--- src/rtl/second_stage_eac_pkg.sv ---
// Shared types for the end-around-carry stage: FSM states, dual-rail pair codes
// and the default operand width.
package second_stage_eac_pkg;

  localparam int unsigned DEFAULT_W = 4;

  typedef enum logic [1:0] {
    IDLE = 2'd0,
    ADD  = 2'd1,
    CORR = 2'd2,
    OUT  = 2'd3
  } state_t;

  // Pair code packed as {true_rail, complement_rail}.
  typedef enum logic [1:0] {
    RAIL_NULL    = 2'b00,
    RAIL_ZERO    = 2'b01,
    RAIL_ONE     = 2'b10,
    RAIL_ILLEGAL = 2'b11
  } rail_code_t;

endpackage

--- src/rtl/second_stage_eac_dr_completion.sv ---
// Completion detector for one dual-rail bus: decoded value plus
// all-valid, all-null and any-illegal flags.
module dr_completion
  import second_stage_eac_pkg::*;
#(
  parameter int unsigned W = DEFAULT_W
) (
  input  logic [W-1:0] rail_t,
  input  logic [W-1:0] rail_f,
  output logic [W-1:0] value,
  output logic         complete,
  output logic         spacer,
  output logic         illegal
);

  logic [W-1:0] valid_bits;
  logic [W-1:0] null_bits;
  logic [W-1:0] illegal_bits;

  always_comb begin
    valid_bits   = '0;
    null_bits    = '0;
    illegal_bits = '0;
    for (int unsigned i = 0; i < W; i++) begin
      case (rail_code_t'({rail_t[i], rail_f[i]}))
        RAIL_ZERO, RAIL_ONE: valid_bits[i]   = 1'b1;
        RAIL_NULL:           null_bits[i]    = 1'b1;
        default:             illegal_bits[i] = 1'b1;
      endcase
    end
  end

  assign value    = rail_t;
  assign complete = &valid_bits;
  assign spacer   = &null_bits;
  assign illegal  = |illegal_bits;

endmodule

--- src/rtl/second_stage_eac.sv ---
// Modulo-(2^W-1) adder stage: captures a dual-rail token under a four-phase
// protocol, adds with end-around carry and presents the result over valid/ready.
module second_stage_eac
  import second_stage_eac_pkg::*;
#(
  parameter int unsigned W         = DEFAULT_W,
  parameter bit          NORM_ZERO = 1'b1
) (
  input  logic         clk,
  input  logic         rst_n,
  input  logic [W-1:0] a_0,
  input  logic [W-1:0] a_1,
  input  logic [W-1:0] b_0,
  input  logic [W-1:0] b_1,
  output logic         in_ack,
  output logic         err,
  output logic [W-1:0] r,
  output logic         out_valid,
  input  logic         out_ready
);

  state_t state, state_n;

  logic [W-1:0] a_val, b_val;
  logic         a_cmp, a_sp, a_ill;
  logic         b_cmp, b_sp, b_ill;
  logic         in_complete, in_spacer, in_illegal;

  logic         spacer_seen;
  logic [W-1:0] a_q, b_q, s_q;
  logic         c_q;

  logic         capture, do_add, do_corr, do_accept;
  logic [W-1:0] b_rot;
  logic [W:0]   add_sum, corr_sum;
  logic [W-1:0] t_norm;

  dr_completion #(.W(W)) u_dr_a (
    .rail_t   (a_0),
    .rail_f   (a_1),
    .value    (a_val),
    .complete (a_cmp),
    .spacer   (a_sp),
    .illegal  (a_ill)
  );

  dr_completion #(.W(W)) u_dr_b (
    .rail_t   (b_0),
    .rail_f   (b_1),
    .value    (b_val),
    .complete (b_cmp),
    .spacer   (b_sp),
    .illegal  (b_ill)
  );

  assign in_complete = a_cmp & b_cmp;
  assign in_spacer   = a_sp & b_sp;
  assign in_illegal  = a_ill | b_ill;

  // b(W) sits in the top bus bit but carries weight 2^W == 1 mod (2^W-1).
  assign b_rot    = {b_val[W-2:0], b_val[W-1]};
  assign add_sum  = {1'b0, a_q} + {1'b0, b_q};
  assign corr_sum = {1'b0, s_q} + {{W{1'b0}}, c_q};
  assign t_norm   = (NORM_ZERO && (corr_sum[W-1:0] == '1)) ? '0 : corr_sum[W-1:0];

  always_ff @(posedge clk or negedge rst_n) begin
    if (!rst_n) state <= IDLE;
    else        state <= state_n;
  end

  always_comb begin
    state_n = state;
    case (state)
      IDLE:    if (capture)   state_n = ADD;
      ADD:                    state_n = CORR;
      CORR:                   state_n = OUT;
      OUT:     if (do_accept) state_n = IDLE;
      default:                state_n = IDLE;
    endcase
  end

  always_comb begin
    capture   = (state == IDLE) && !in_illegal && in_complete && spacer_seen;
    do_add    = (state == ADD);
    do_corr   = (state == CORR);
    do_accept = (state == OUT) && out_valid && out_ready;
  end

  always_ff @(posedge clk or negedge rst_n) begin
    if (!rst_n) begin
      spacer_seen <= 1'b1;
      in_ack      <= 1'b0;
      err         <= 1'b0;
      out_valid   <= 1'b0;
      r           <= '0;
      a_q         <= '0;
      b_q         <= '0;
      s_q         <= '0;
      c_q         <= 1'b0;
    end else begin
      err <= in_illegal;

      // Illegal codes take priority so a corrupted wave never counts as a spacer.
      if (in_illegal)     spacer_seen <= 1'b0;
      else if (in_spacer) spacer_seen <= 1'b1;
      else if (capture)   spacer_seen <= 1'b0;

      if (capture)        in_ack <= 1'b1;
      else if (in_spacer) in_ack <= 1'b0;

      if (capture) begin
        a_q <= a_val;
        b_q <= b_rot;
      end

      if (do_add) begin
        s_q <= add_sum[W-1:0];
        c_q <= add_sum[W];
      end

      if (do_corr) begin
        assert (corr_sum[W] == 1'b0);
        r         <= t_norm;
        out_valid <= 1'b1;
      end else if (do_accept) begin
        out_valid <= 1'b0;
      end
    end
  end

endmodule
--- config.mk ---
export PLATFORM = sky130hd
export DESIGN_NAME = second_stage_eac
export DESIGN_NICKNAME = d
export VERILOG_FILES = /design/src/rtl/second_stage_eac_pkg.sv /design/src/rtl/second_stage_eac_dr_completion.sv /design/src/rtl/second_stage_eac.sv
export SDC_FILE = /design/constraint.sdc
export NUM_CORES = 1
export LEC_CHECK = 0
export ABC_AREA = 1
export CORE_MARGIN = 2
export CORE_UTILIZATION = 50
export DETAILED_ROUTE_END_ITERATION = 16
export GPL_TIMING_DRIVEN = 0
export PLACE_DENSITY = 0.76
export SETUP_SLACK_MARGIN = 0.4
export SLEW_MARGIN = 15
export SYNTH_ARGS = -nofsm -noshare
export SYNTH_HDL_FRONTEND = slang
export SYNTH_SLANG_ARGS = --single-unit
--- constraint.sdc ---
create_clock -name clk -period 1.82 [get_ports clk]
set_clock_uncertainty 0.1 [all_clocks]
set_input_delay 0.546 -clock clk [delete_from_list [all_inputs] [get_ports clk]]
set_output_delay 0.546 -clock clk [all_outputs]
set_load 0.1 [all_outputs]
==> results.txt <==
----------------------------------------------------
[Outcome]
  Status ... finished clean

[Critical path]
  Top cell family by delay on the critical path ... simple AND/OR/NAND/NOR gates
  Count of cells along the worst register-to-register path ... 10
  CP Buf/Inv Count ... 2
  Crit end category ... flip-flop
  Maximum net fanout on the critical path ... 6
  WS Path Type ... in2reg
  Data arrival at the endpoint of the critical path ... 1.80 ns
  Slowest CP cell ... clkdlybuf4s15_2
  Reg-to-reg critical path startpoint ... state[1]
  Worst stage delay on the critical path ... 0.21 ns
  Data required, critical path ... 1.94 ns
  Cell chain of the critical path ... clkdlybuf4s15_2 > ha_2 > nor2_2 > nand2_1 > nor2_4 > nand3_4 > buf_12 > nand2_4 > o21ai_2
  Crit path launch type ... primary input
  Worst-case register-to-register setup slack ... around 0.17 ns
  Worst r2r dst ... b_q[1]

[Clock network]
  Clock transition at the registers of the reported paths ... 0.13 ns
  Clock root buffer master ... clkbuf_4
  CTS Sinks ... 23
  Clock latency at the later pin of the worst-skew pair ... 0.31 ns
  Maximum number of buffers from clock root to sink ... 2
  CTS tree ... built
  Number of buffers inserted during clock tree synthesis ... 3
  CTS H-tree lvls ... 1

[Global routing]
  Pin count of the biggest net entering global routing ... 24
  Via count of the first global-routing pass ... 1409
  First-pass GRT wire length ... 5.947 mm
  Number of antenna violations at the first check in global routing ... 0
  Total global-route track usage ... 0.2336
  Gr ovfl total ... 0

[Finish]
  Number of antenna cells inserted ... 0
  Final standard cell count with taps included and fillers excluded ... ~250
  Most frequent cells in the layout ... 31 x nand2_1, 22 x buf_4, 15 x dfrtp_1, 14 x inv_2, 12 x ha_4
  Fraction of final layout cells with drive strength greater than 1 ... 0.6330
  Number of nets in the final layout ... between 200 and 300
  Post-layout instance area ... approximately 0.0024 mm²
  Finished Core Util ... 0.8695
  Area growth syn-to-layout ... 62.44%
  Leading cell type in the layout, fill and taps excluded ... nand2_1

[Routing]
  Routed vias/inst ... 5.450
  Number of remaining DRC errors ... 0
  Total number of vias ... approximately 1400
  Wire length reported by the detailed router ... 4.338 mm
  Number of nets still failing antenna checks after routing ... 0
  Starting DRT DRC Count ... 37
  DR WL/cell ... around 17 µm
  DRT Pass-1 Iters ... 4

[Timing]
  Final count of negative-setup-slack endpoints ... 0
  Post-route worst hold slack ... 0.1018 ns
  Final TNS setup ... 0 ns
  Total count of max-transition violations in the final report ... 0
  Setup repair after global routing missed its margin ... true
  Final Critical Period ... 1.683 ns
  Max-slew headroom ... 0.6070
  Highest attainable clock frequency ... just under 0.6 GHz
  Tightest Pin Transition ... 0.5895 ns
  Share of the clock period used by the worst path ... 0.9245
  Hold Fails Final Rpt ... 0

[Synth]
  Proportion of synthesized chip area in sequential cells ... 0.3874
  Syn_nets ... 212
  Avg Inst Size Synth ... 9.024 µm²
  Yosys Warn Count ... 0
  Yosys cell types ... 21
  Post-synthesis instance area ... 0.001489 mm²
  Synthesized netlist cell count ... 165
  Flop and latch count out of synthesis ... 23

[Floorplanning]
  Starting Density ... 0.5353
  Die outline height ... 58.57 µm
  Row count ... 19
  Horizontal die dimension ... between 50 and 60 µm
  Area of the die ... 0.003430 mm²
  Total core area ... 0.002781 mm²
  I/O pin total ... 26

[Min path]
  Worst hold path type ... in2async

[Placed design]
  Post-detail-place hpwl ... 2.354 mm
  Routability-driven placement congestion ratio ... 0.7515
  IO Port Bufs ... 25
  Placed Instances ... 221
  Placed cell areas ... 0.001888 mm²

[Power and ir drop]
  Maximum vdd drop ... around 0.32 mV
  Static leakage power ... 1.129 nW
  P per Cell Area ... 392.2 mW/mm²

[Run]
  Number of maximum-capacitance violations ... 0

----------------------------------------------------
[area by class of cell]
class                   instances  area, µm²
flip-flops and latches         23      585.6
repair buffers                 49      504.2
plain buffers                   1      15.01
fillers                       125      362.8
clock buffers                   4      26.28
multi-input cells             118       1132
well taps                      31      38.79
inverters                      23      116.4
[cell families after synthesis]
group / share of synthesized area
adders and majority gates: 0.2403
DFF: 0.3874
AOI/OAI and AO/OA: 0.07479
xor gates and xnor gates: 0.01765
and+or+nand+nor: 0.2143
buffers and inverters: 0.06554
[stage by stage]
| stage | power (mW) | setup WS, ns |
|---|---|---|
| after floorplan | 0.5862 | 0.06692 |
| after global placement | 0.6597 | -0.7123 |
| after detailed placement | 0.6658 | -0.7537 |
| after CTS | 0.9259 | 0.1811 |
| after global routing | 0.9811 | 0.09151 |
| final | 0.9485 | 0.1375 |
[power breakdown]
| group | internal, mW | total, mW | switching (mW) |
|---|---|---|---|
| logic | 0.0895 | 0.192 | 0.102 |
| clock network | 0.0857 | 0.243 | 0.157 |
| registers | 0.513 | 0.514 | 0.000983 |
| total | 0.688 | 0.948 | 0.261 |
[sequential cells by signal, summed over array words and instances, names as in the netlist]
| name | count |
|---|---|
| in_ack | 1 |
| a_q | 4 |
| out_valid | 1 |
| state | 2 |
| c_q | 1 |
| err | 1 |
| r | 4 |
| spacer_seen | 1 |
| b_q | 4 |
| s_q | 4 |
[how the worst max path moves through the flow]
stage,from,end,slack (ns),cells past startpoint
3_5_place_dp,b_0[2],state[0],-0.75,12
4_1_cts,out_valid,out_valid,0.18,1
3_3_place_gp,b_0[2],b_q[2],-0.71,11
6_report,b_0[1],b_q[1],0.14,9
2_1_floorplan,b_0[2],b_q[2],0.07,10
5_1_grt,b_0[1],state[1],0.09,10
[Yosys cell counts]
master,count,area [µm²]
a21oi_1,3,15.01
a22o_1,1,8.760
buf_6,1,11.26
dfrtp_1,22,550.5
dfstp_2,1,26.28
fa_1,1,20.02
ha_1,27,337.8
inv_1,23,86.33
nand2_1,45,168.9
nand2_2,2,12.51
nand3_1,8,40.04
nand3_4,1,17.52
nand4_1,2,12.51
nor2_1,10,37.54
nor2_2,1,6.260
nor2_4,1,11.26
o21ai_0,2,10.01
o21ai_2,8,70.07
o31ai_1,1,7.510
or2_2,2,12.51
xnor2_1,3,26.28
[timing repair]
| item | CTS | global route |
|---|---|---|
| hold buffers | 0 | 0 |
| pin swaps | 18 | 11 |
| gates cloned | 1 | 0 |
| buffers inserted | 14 | 9 |
| gates resized for setup | 176 | 32 |
| endpoints found under the setup margin | 49 | 34 |
[layer usage]
metal	vias to the layer above	GRT usage	part of all wire
met4	0	0.1656	0.054
met1	655	0.2344	0.36
met5	-	0	0
met2	54	0.4430	0.55
li1	630	-	-
met3	18	0.02418	0.037
Note: power is estimated with default switching activity, not from simulation.
